File: config.mk
export PLATFORM = sky130hd
export DESIGN_NAME = absorb_flat
export DESIGN_NICKNAME = d
export VERILOG_FILES = /design/src/rtl/absorb_if.sv /design/src/rtl/absorb.sv /design/src/flat_wrapper.sv
export SDC_FILE = /design/constraint.sdc
export NUM_CORES = 1
export LEC_CHECK = 0
export CORE_AREA = 4 4 558 560
export CTS_CLUSTER_DIAMETER = 200
export DETAILED_ROUTE_END_ITERATION = 10
export DIE_AREA = 0 0 562 564
export SLEW_MARGIN = 5
export SYNTH_ARGS = -nofsm -noshare
export SYNTH_HDL_FRONTEND = slang
export SYNTH_SLANG_ARGS = --single-unit
File: constraint.sdc
create_clock -name clk -period 2.8 [get_ports clk]
set_input_delay 0.28 -clock clk [delete_from_list [all_inputs] [get_ports clk]]
set_output_delay 0.28 -clock clk [all_outputs]
set_load 0.01 [all_outputs]
File: src/rtl/absorb_if.sv
// absorb_if -- message word handshake between a producer and the absorb block.
//   msg_valid : producer has a word on msg_data
//   msg_ready : absorb can take a word this cycle
//   msg_data  : message word, byte 0 in the most significant byte
//   msg_last  : this word is the final word of the message
//   msg_bytes : number of valid bytes in the final word
interface absorb_if #(
  parameter int RWIDTH = 32,
  parameter int BWIDTH = $clog2(RWIDTH/8) + 1
) ();
  logic              msg_valid;
  logic              msg_ready;
  logic [RWIDTH-1:0] msg_data;
  logic              msg_last;
  logic [BWIDTH-1:0] msg_bytes;

  modport master (
    output msg_valid, msg_data, msg_last, msg_bytes,
    input  msg_ready
  );

  modport slave (
    input  msg_valid, msg_data, msg_last, msg_bytes,
    output msg_ready
  );
endinterface

File: src/rtl/absorb.sv
// absorb -- sponge absorb phase controller.
// XORs each accepted message word into the rate part of the sponge state and
// hands the whole state to an external permutation after every word.
// Optional 10* padding is compiled in with the macro ABSORB_PAD_EN; without it
// the caller supplies pre-padded blocks and msg_bytes is ignored.
// Ports:
//   clk, reset           : clock, synchronous active-high reset
//   start, r_init, c_init: begin absorption from the given initial state (IDLE only)
//   msg (absorb_if.slave): message word handshake
//   perm_go/perm_r/perm_c: one-cycle permutation request with the state to permute
//   perm_done/perm_r_in/perm_c_in : permutation result
//   r_out, c_out         : current state (final absorbed state after absorbDone)
//   absorbDone, busy     : completion pulse, not-IDLE indicator
module absorb #(
  parameter int CWIDTH = 320,
  parameter int RWIDTH = 32,
  parameter int BWIDTH = $clog2(RWIDTH/8) + 1
) (
  input  logic              clk,
  input  logic              reset,
  input  logic              start,
  input  logic [RWIDTH-1:0] r_init,
  input  logic [CWIDTH-1:0] c_init,
  absorb_if.slave           msg,
  output logic              perm_go,
  output logic [RWIDTH-1:0] perm_r,
  output logic [CWIDTH-1:0] perm_c,
  input  logic              perm_done,
  input  logic [RWIDTH-1:0] perm_r_in,
  input  logic [CWIDTH-1:0] perm_c_in,
  output logic [RWIDTH-1:0] r_out,
  output logic [CWIDTH-1:0] c_out,
  output logic              absorbDone,
  output logic              busy
);

  localparam int NB = RWIDTH / 8;

  localparam logic [2:0] ST_IDLE      = 3'd0;
  localparam logic [2:0] ST_WAIT_MSG  = 3'd1;
  localparam logic [2:0] ST_PERM_GO   = 3'd2;
  localparam logic [2:0] ST_PERM_WAIT = 3'd3;
  localparam logic [2:0] ST_PAD       = 3'd4;
  localparam logic [2:0] ST_DONE      = 3'd5;

  logic [2:0]        state_r, state_s;
  logic [RWIDTH-1:0] r_state_r, r_state_s;
  logic [CWIDTH-1:0] c_state_r, c_state_s;
  logic              last_seen_r, last_seen_s;
  logic              msg_ready_r, perm_go_r, done_r, busy_r;

`ifdef ABSORB_PAD_EN
  logic              pad_pend_r, pad_pend_s;

  // Keep bytes 0..k-1, put the 0x80 pad marker in byte k, zero the rest.
  function automatic logic [RWIDTH-1:0] pad_word(input logic [RWIDTH-1:0] w, input int k);
    logic [RWIDTH-1:0] p;
    p = '0;
    for (int i = 0; i < NB; i++) begin
      if (i < k) begin
        p[RWIDTH-1-8*i -: 8] = w[RWIDTH-1-8*i -: 8];
      end else if (i == k) begin
        p[RWIDTH-1-8*i -: 8] = 8'h80;
      end else begin
        p[RWIDTH-1-8*i -: 8] = 8'h00;
      end
    end
    return p;
  endfunction
`endif

  // Next-state and next-datapath decode.
  always_comb begin
    state_s     = state_r;
    r_state_s   = r_state_r;
    c_state_s   = c_state_r;
    last_seen_s = last_seen_r;
`ifdef ABSORB_PAD_EN
    pad_pend_s  = pad_pend_r;
`endif
    case (state_r)
      ST_IDLE: begin
        if (start) begin
          state_s     = ST_WAIT_MSG;
          r_state_s   = r_init;
          c_state_s   = c_init;
          last_seen_s = 1'b0;
`ifdef ABSORB_PAD_EN
          pad_pend_s  = 1'b0;
`endif
        end else begin
          state_s = ST_IDLE;
        end
      end
      ST_WAIT_MSG: begin
        // msg_ready is high exactly while in this state, so valid alone accepts.
        if (msg.msg_valid) begin
          state_s     = ST_PERM_GO;
          last_seen_s = msg.msg_last;
`ifdef ABSORB_PAD_EN
          // Oversized byte counts behave like a full word.
          if (msg.msg_last && (int'(msg.msg_bytes) < NB)) begin
            r_state_s  = r_state_r ^ pad_word(msg.msg_data, int'(msg.msg_bytes));
            pad_pend_s = 1'b0;
          end else begin
            r_state_s  = r_state_r ^ msg.msg_data;
            pad_pend_s = msg.msg_last;
          end
`else
          r_state_s   = r_state_r ^ msg.msg_data;
`endif
        end else begin
          state_s = ST_WAIT_MSG;
        end
      end
      ST_PERM_GO: begin
        state_s = ST_PERM_WAIT;
      end
      ST_PERM_WAIT: begin
        if (perm_done) begin
          r_state_s = perm_r_in;
          c_state_s = perm_c_in;
          if (!last_seen_r) begin
            state_s = ST_WAIT_MSG;
`ifdef ABSORB_PAD_EN
          end else if (pad_pend_r) begin
            state_s = ST_PAD;
`endif
          end else begin
            state_s = ST_DONE;
          end
        end else begin
          state_s = ST_PERM_WAIT;
        end
      end
`ifdef ABSORB_PAD_EN
      ST_PAD: begin
        // Full last word: the pad marker goes alone into an extra block.
        r_state_s = r_state_r ^ {8'h80, {(RWIDTH-8){1'b0}}};
        pad_pend_s = 1'b0;
        state_s    = ST_PERM_GO;
      end
`endif
      ST_DONE: begin
        state_s = ST_IDLE;
      end
      default: begin
        state_s = ST_IDLE;
      end
    endcase
  end

  // State, datapath and output registers; outputs are decoded from the next state.
  always_ff @(posedge clk) begin
    if (reset) begin
      state_r     <= ST_IDLE;
      r_state_r   <= '0;
      c_state_r   <= '0;
      last_seen_r <= 1'b0;
      msg_ready_r <= 1'b0;
      perm_go_r   <= 1'b0;
      done_r      <= 1'b0;
      busy_r      <= 1'b0;
`ifdef ABSORB_PAD_EN
      pad_pend_r  <= 1'b0;
`endif
    end else begin
      state_r     <= state_s;
      r_state_r   <= r_state_s;
      c_state_r   <= c_state_s;
      last_seen_r <= last_seen_s;
      msg_ready_r <= (state_s == ST_WAIT_MSG);
      perm_go_r   <= (state_s == ST_PERM_GO);
      done_r      <= (state_s == ST_DONE);
      busy_r      <= (state_s != ST_IDLE);
`ifdef ABSORB_PAD_EN
      pad_pend_r  <= pad_pend_s;
`endif
    end
  end

  assign msg.msg_ready = msg_ready_r;
  assign perm_go       = perm_go_r;
  assign perm_r        = r_state_r;
  assign perm_c        = c_state_r;
  assign r_out         = r_state_r;
  assign c_out         = c_state_r;
  assign absorbDone    = done_r;
  assign busy          = busy_r;

endmodule
File: src/flat_wrapper.sv
// flat-port wrapper written by rule: the top's interface ports become plain ports
module absorb_flat 
#(
  parameter int CWIDTH = 320,
  parameter int RWIDTH = 32,
  parameter int BWIDTH = $clog2(RWIDTH/8) + 1
)
  (clk, reset, start, r_init, c_init, perm_go, perm_r, perm_c, perm_done, perm_r_in, perm_c_in, r_out, c_out, absorbDone, busy, msg_msg_valid, msg_msg_data, msg_msg_last, msg_msg_bytes, msg_msg_ready);
  absorb_if #(.RWIDTH(RWIDTH), .BWIDTH(BWIDTH)) msg_i ();
  input  logic clk;
  input  logic reset;
  input  logic start;
  input  logic [RWIDTH-1:0] r_init;
  input  logic [CWIDTH-1:0] c_init;
  output logic perm_go;
  output logic [RWIDTH-1:0] perm_r;
  output logic [CWIDTH-1:0] perm_c;
  input  logic perm_done;
  input  logic [RWIDTH-1:0] perm_r_in;
  input  logic [CWIDTH-1:0] perm_c_in;
  output logic [RWIDTH-1:0] r_out;
  output logic [CWIDTH-1:0] c_out;
  output logic absorbDone;
  output logic busy;
  input wire logic [$bits(msg_i.msg_valid)-1:0] msg_msg_valid;
  input wire logic [$bits(msg_i.msg_data)-1:0] msg_msg_data;
  input wire logic [$bits(msg_i.msg_last)-1:0] msg_msg_last;
  input wire logic [$bits(msg_i.msg_bytes)-1:0] msg_msg_bytes;
  output wire logic [$bits(msg_i.msg_ready)-1:0] msg_msg_ready;
  assign msg_i.msg_valid = msg_msg_valid;
  assign msg_i.msg_data = msg_msg_data;
  assign msg_i.msg_last = msg_msg_last;
  assign msg_i.msg_bytes = msg_msg_bytes;
  assign msg_msg_ready = msg_i.msg_ready;
  absorb #(.CWIDTH(CWIDTH), .RWIDTH(RWIDTH), .BWIDTH(BWIDTH)) u_core (.clk(clk), .reset(reset), .start(start), .r_init(r_init), .c_init(c_init), .msg(msg_i), .perm_go(perm_go), .perm_r(perm_r), .perm_c(perm_c), .perm_done(perm_done), .perm_r_in(perm_r_in), .perm_c_in(perm_c_in), .r_out(r_out), .c_out(c_out), .absorbDone(absorbDone), .busy(busy));
endmodule
* Word level (Yosys, flattened, before mapping) *
Cells that the tools add are included.

operators by class
  bitwise gates (word level) = 1
  eq/ne operators = 9
  reductions and logical operators = 8
  mux-type cells = 15

operators by type and width
  cell                                                  number
  two-way mux 320 bit                                   2
  one-hot mux 320 bit (2 select lines)                  1
  two-way mux 32 bit                                    3
  one-hot mux 32 bit (3 select lines)                   1
  bitwise XOR 32 bit                                    1
  one-hot mux 3 bit (4 select lines)                    1
  equality test 3 x 2 -> 1 bit (second input constant)  3
  equality test 3 x 1 -> 1 bit (second input constant)  2
  two-way mux 3 bit                                     2
  inequality test 2 bit (second input constant)         3
  AND reduction 3 bit                                   2
  nonzero test 3 bit                                    2
  AND reduction 4 bit                                   1
  nonzero test 2 bit                                    2
  equality test 3 bit (second input constant)           1
  logical NOT 3 bit                                     1
  two-way mux 1 bit                                     3
  two-way mux 2 bit                                     1
  one-hot mux 1 bit (2 select lines)                    1

storage, ports and cells
  register bits = 360
  input port bits = 745
  output and inout port bits = 708
  logic and storage cells = 41

* Longest topological paths before layout *
  depth after elaboration = 4
  gate-level depth with buffers = 8
  depth with buffers taken out = 4

* Least setup slack after synthesis *
Ideal clock, no wire load.

  path type = register to register
  from = reg u_core.state_r[2]
  to = reg u_core.c_state_r[29] (netlist: u_core.c_out[29])
  path slack = 1.037 ns
  required time = 2.712 ns
  arrival = 1.674 ns
  period minus slack after synthesis = 1.763 ns
  cell stages (with the launch flop) = 9
  setup time = 0.088 ns
  buffers on the path = 4
  cell sequence = dfxtp_1 -> buf_4 -> nand2b_2 -> buf_6 -> nor2_2 -> buf_4 -> dlygate4sd1_1 -> nand2_1 -> a311oi_2

on the way
  word-level cells in the longest chain between the ends = 3
  elaborated cells between the ends (all ways) = 7
  classes of those cells = eq/ne: 3; mux: 1; reduce/logical: 3

RTL lines
  item                                                                          line           text
  from (decl)                                                                   absorb.sv:46   logic [2:0] state_r, state_s;
  from (signal assigned)                                                        absorb.sv:168  state_r <= state_s;
  equality test 3 x 2 -> 1 bit or logical NOT 3 bit (tied branches)             absorb.sv:81   case (state_r)
  inequality test 2 bit (no source line) or nonzero test 2 bit (tied branches)  -
  AND reduction 3 bit (no source line)                                          -
  to (signal assigned)                                                          absorb.sv:170  c_state_r <= c_state_s;
  to (decl)                                                                     absorb.sv:48   logic [CWIDTH-1:0] c_state_r, c_state_s;

Parallel ways exist; a longest one is shown, timed or not.
A chain may end at the register's enable or synchronous reset.

* Worst setup path in the final report *
  from = reg u_core.c_state_r[206] (netlist: u_core.c_out[206])
  to = out perm_c[206]

RTL lines
  item       line                text
  to (decl)  flat_wrapper.sv:17  output logic [CWIDTH-1:0] perm_c;

No word-level cell between the ends.

==> results.ini <==
[die]
ios=1453
core_area_mm2=0.306
row_count=203
die_area_mm2=0.317
floorplan.initialDensity_pct=6.27
die_h_um=564
die_x_um=562

[yosys]
synth_flop_cell=dfxtp_1
synth-seq-cells=360
ys_types=35
synth_largest_area_cell=dfxtp_1
ys_seq_area_share_pct=37.6
syn_inst=2429
avgSynthCellArea_um2=7.89
yosys-top-cells-area=dfxtp_1, buf_4, nand2_1
syn_area_mm2=0.0192
ys_async_sr_fraction_pct=0
synth_top_area_share_pct=37.6
synth_edf_count=0
synth_nets=3174
yosys_warnings=0

[power_and_ir_drop]
total_power_w=0.0212
power.density_mw_per_mm2=553
p_leak_nw=12.9
peakVddDrop_mv=0.507

[outcome]
status=completed

[global_routing]
grt_pass1_wl_um=293000
groute.usage.overall_pct=14.8
first_global_vias=22200
antenna_found_initial=236
grt_max_degree=115
grt_overflow=0

[critical_path]
crit_arrival_ns=2.29
crit_path_start_kind=flip-flop
crit_type=reg2out
cpPeakStageDelay_ns=0.99
crit_slowest_cell=clkdlybuf4s50_1
worst-path-max-fanout=3
worst_path_dominant_cell_family=buffers and inverters
reg2reg_setup_slack_ns=0.26
end_kind=output pin
cp.required_ns=2.52
critPathBufInv=1
crit_chain=clkdlybuf4s50_1

[route]
vias_per_cell=3.08
drt_first_pass_iters=7
drtIter0Drc=1771
drc=0
wl_per_cell_um=32.1
drtAntennaViolNets=0
vias=23700
wl_um=247000

[clock_tree]
cts_sinks=360
htreeDepth=2
cts_tree=yes
cts_buffer_depth=3
root_buffer=clkbuf_16
cts_setup_buffers=0
path_clk_slew_ns=0.06
cts-buffers-inserted=57
clock_latency_ns=0.75

[sta]
period_needed_ns=2.57
worst_pin_slew_ns=0.886
max-slew-margin-rel_pct=40.9
skew_ns=0.0375
rsz0062_at_grt=false
drv_slew=0
layout_setup_ws_ns=0.234
hold_ws_ns=0.106
max_freq_ghz=0.390
fin_crit_sh_pct=91.7
setup_viol=0
final.setup.tns_ns=0
hold_viol_final=0

[flow_run]
max_cap_violations=0

[placed_design]
gp_congestion=0.957
post-place-ws_ns=0.178
hpwl_um=222000
io_buffers=1449

[final_layout]
area_delta_synth_final_pct=100
layout.nets=4242
nFillCells=35200
drive_gt1_share_pct=7.68
finalCoreUtilization_pct=12.5

[min_path]
hp-class=in2reg

-- worst paths after layout --
path / cells past startpoint / start / to
min reg2reg: 2 / u_core.last_seen_r$_SDFFE_PP0P_ / u_core.state_r[2]$_SDFF_PP0_
max reg2reg: 6 / u_core.state_r[2]$_SDFF_PP0_ / u_core.c_out[258]$_SDFFE_PP0P_
max: 1 / u_core.c_out[206]$_SDFFE_PP0P_ / perm_c[206]
min: 3 / perm_c_in[274] / u_core.c_out[274]$_SDFFE_PP0P_
-- repair_timing --
item | CTS | global route
endpoints found under the hold margin | 58 | 0
gates resized for setup | 0 | 0
setup endpoints to repair | 0 | 0
hold buffers | 38 | 0
-- registers in the layout (all words and copies together) (netlist names) --
signal                cells
u_core.absorbDone         1
u_core.busy               1
u_core.c_out            320
u_core.last_seen_r        1
u_core.msg.msg_ready      1
u_core.perm_go            1
u_core.perm_r            32
u_core.state_r            3
-- cells in the mapped netlist (2+ instances only) --
cell type / number
inv_1: 5
dfxtp_1: 360
a311oi_1: 256
nand2b_1: 2
buf_6: 6
dlygate4sd1_1: 3
a32o_1: 32
buf_2: 66
a21oi_1: 2
buf_4: 377
or2_2: 2
a22oi_1: 32
a311oi_2: 64
nand2_1: 675
nor2_1: 347
nor2_2: 11
o21ai_0: 67
dlygate4sd3_1: 4
dlymetal6s2s_1: 11
clkbuf_1: 92
-- placed cells by master, fill, tap and decap left out, types with 2 or more instances in the layout --
cell / Yosys / final
buf_4: 377 / 67
nor2_2: 11 / 10
nand2_1: 675 / 675
clkinv_2: 0 / 12
dlygate4sd3_1: 4 / 38
buf_12: 1 / 27
a21oi_1: 2 / 2
clkbuf_8: 0 / 8
inv_6: 0 / 6
clkinv_4: 0 / 4
bufinv_16: 0 / 4
a32o_1: 32 / 32
clkdlybuf4s50_1: 0 / 1436
a22oi_1: 32 / 32
clkbuf_1: 92 / 8
clkinvlp_4: 0 / 2
a311oi_1: 256 / 256
nand2b_1: 2 / 2
inv_1: 5 / 5
o21ai_0: 67 / 67
dfxtp_1: 360 / 359
a311oi_2: 64 / 64
nor2_1: 347 / 347
clkbuf_16: 0 / 58
diode_2: 0 / 50
-- metrics by stage --
stage	area, um^2	cells
5_1_grt	38300	7658
4_1_cts	38300	7643
3_3_place_gp	35900	7500
2_1_floorplan	19200	2429
3_5_place_dp	35900	7500
6_report	38400	7693
-- power by group --
part	switching (W)	internal (W)	total, W	leakage [nW]
Combinational	0.00369	0.00339	0.00708	8.93
Clock	0.00329	0.00439	0.00767	0.952
Sequential	0.000780	0.00568	0.00646	2.98
-- kinds of logic (layout without fill, tap and decap cells) --
family                 Yosys count  count (layout)  synth area share (%)
AOI/OAI and AO/OA              458             458                  21.6
buffers and inverters          565            1679                  19.9
DFF                            360             360                  37.6
muxes                            1               1                0.0522
other                            0              50                     0
and+or+nand+nor               1045            1045                  20.8
-- layer usage --
layer | global-route usage [%] | wire length (um) | vias to the layer above
li1 | - | - | 10300
met1 | 14.9 | 83900 | 11100
met2 | 22.6 | 106000 | 1673
met3 | 12.4 | 46700 | 481
met4 | 5.25 | 9800 | 174
met5 | 0 | 1090 | -
-- layout make-up --
cell class                 count  area [um^2]  share of cell area, %
inverter                       5         18.8                 0.0489
tap                         4100         5130                   13.4
sequential                   360         7210                   18.8
timing repair buffer        1569        15800                   41.2
clock inverter                31          330                  0.861
multi-input combinational   1504         8160                   21.3
antenna                       50          125                  0.326
clock buffer                  74         1590                   4.15
No activity file was read; power rests on OpenSTA's default activity.
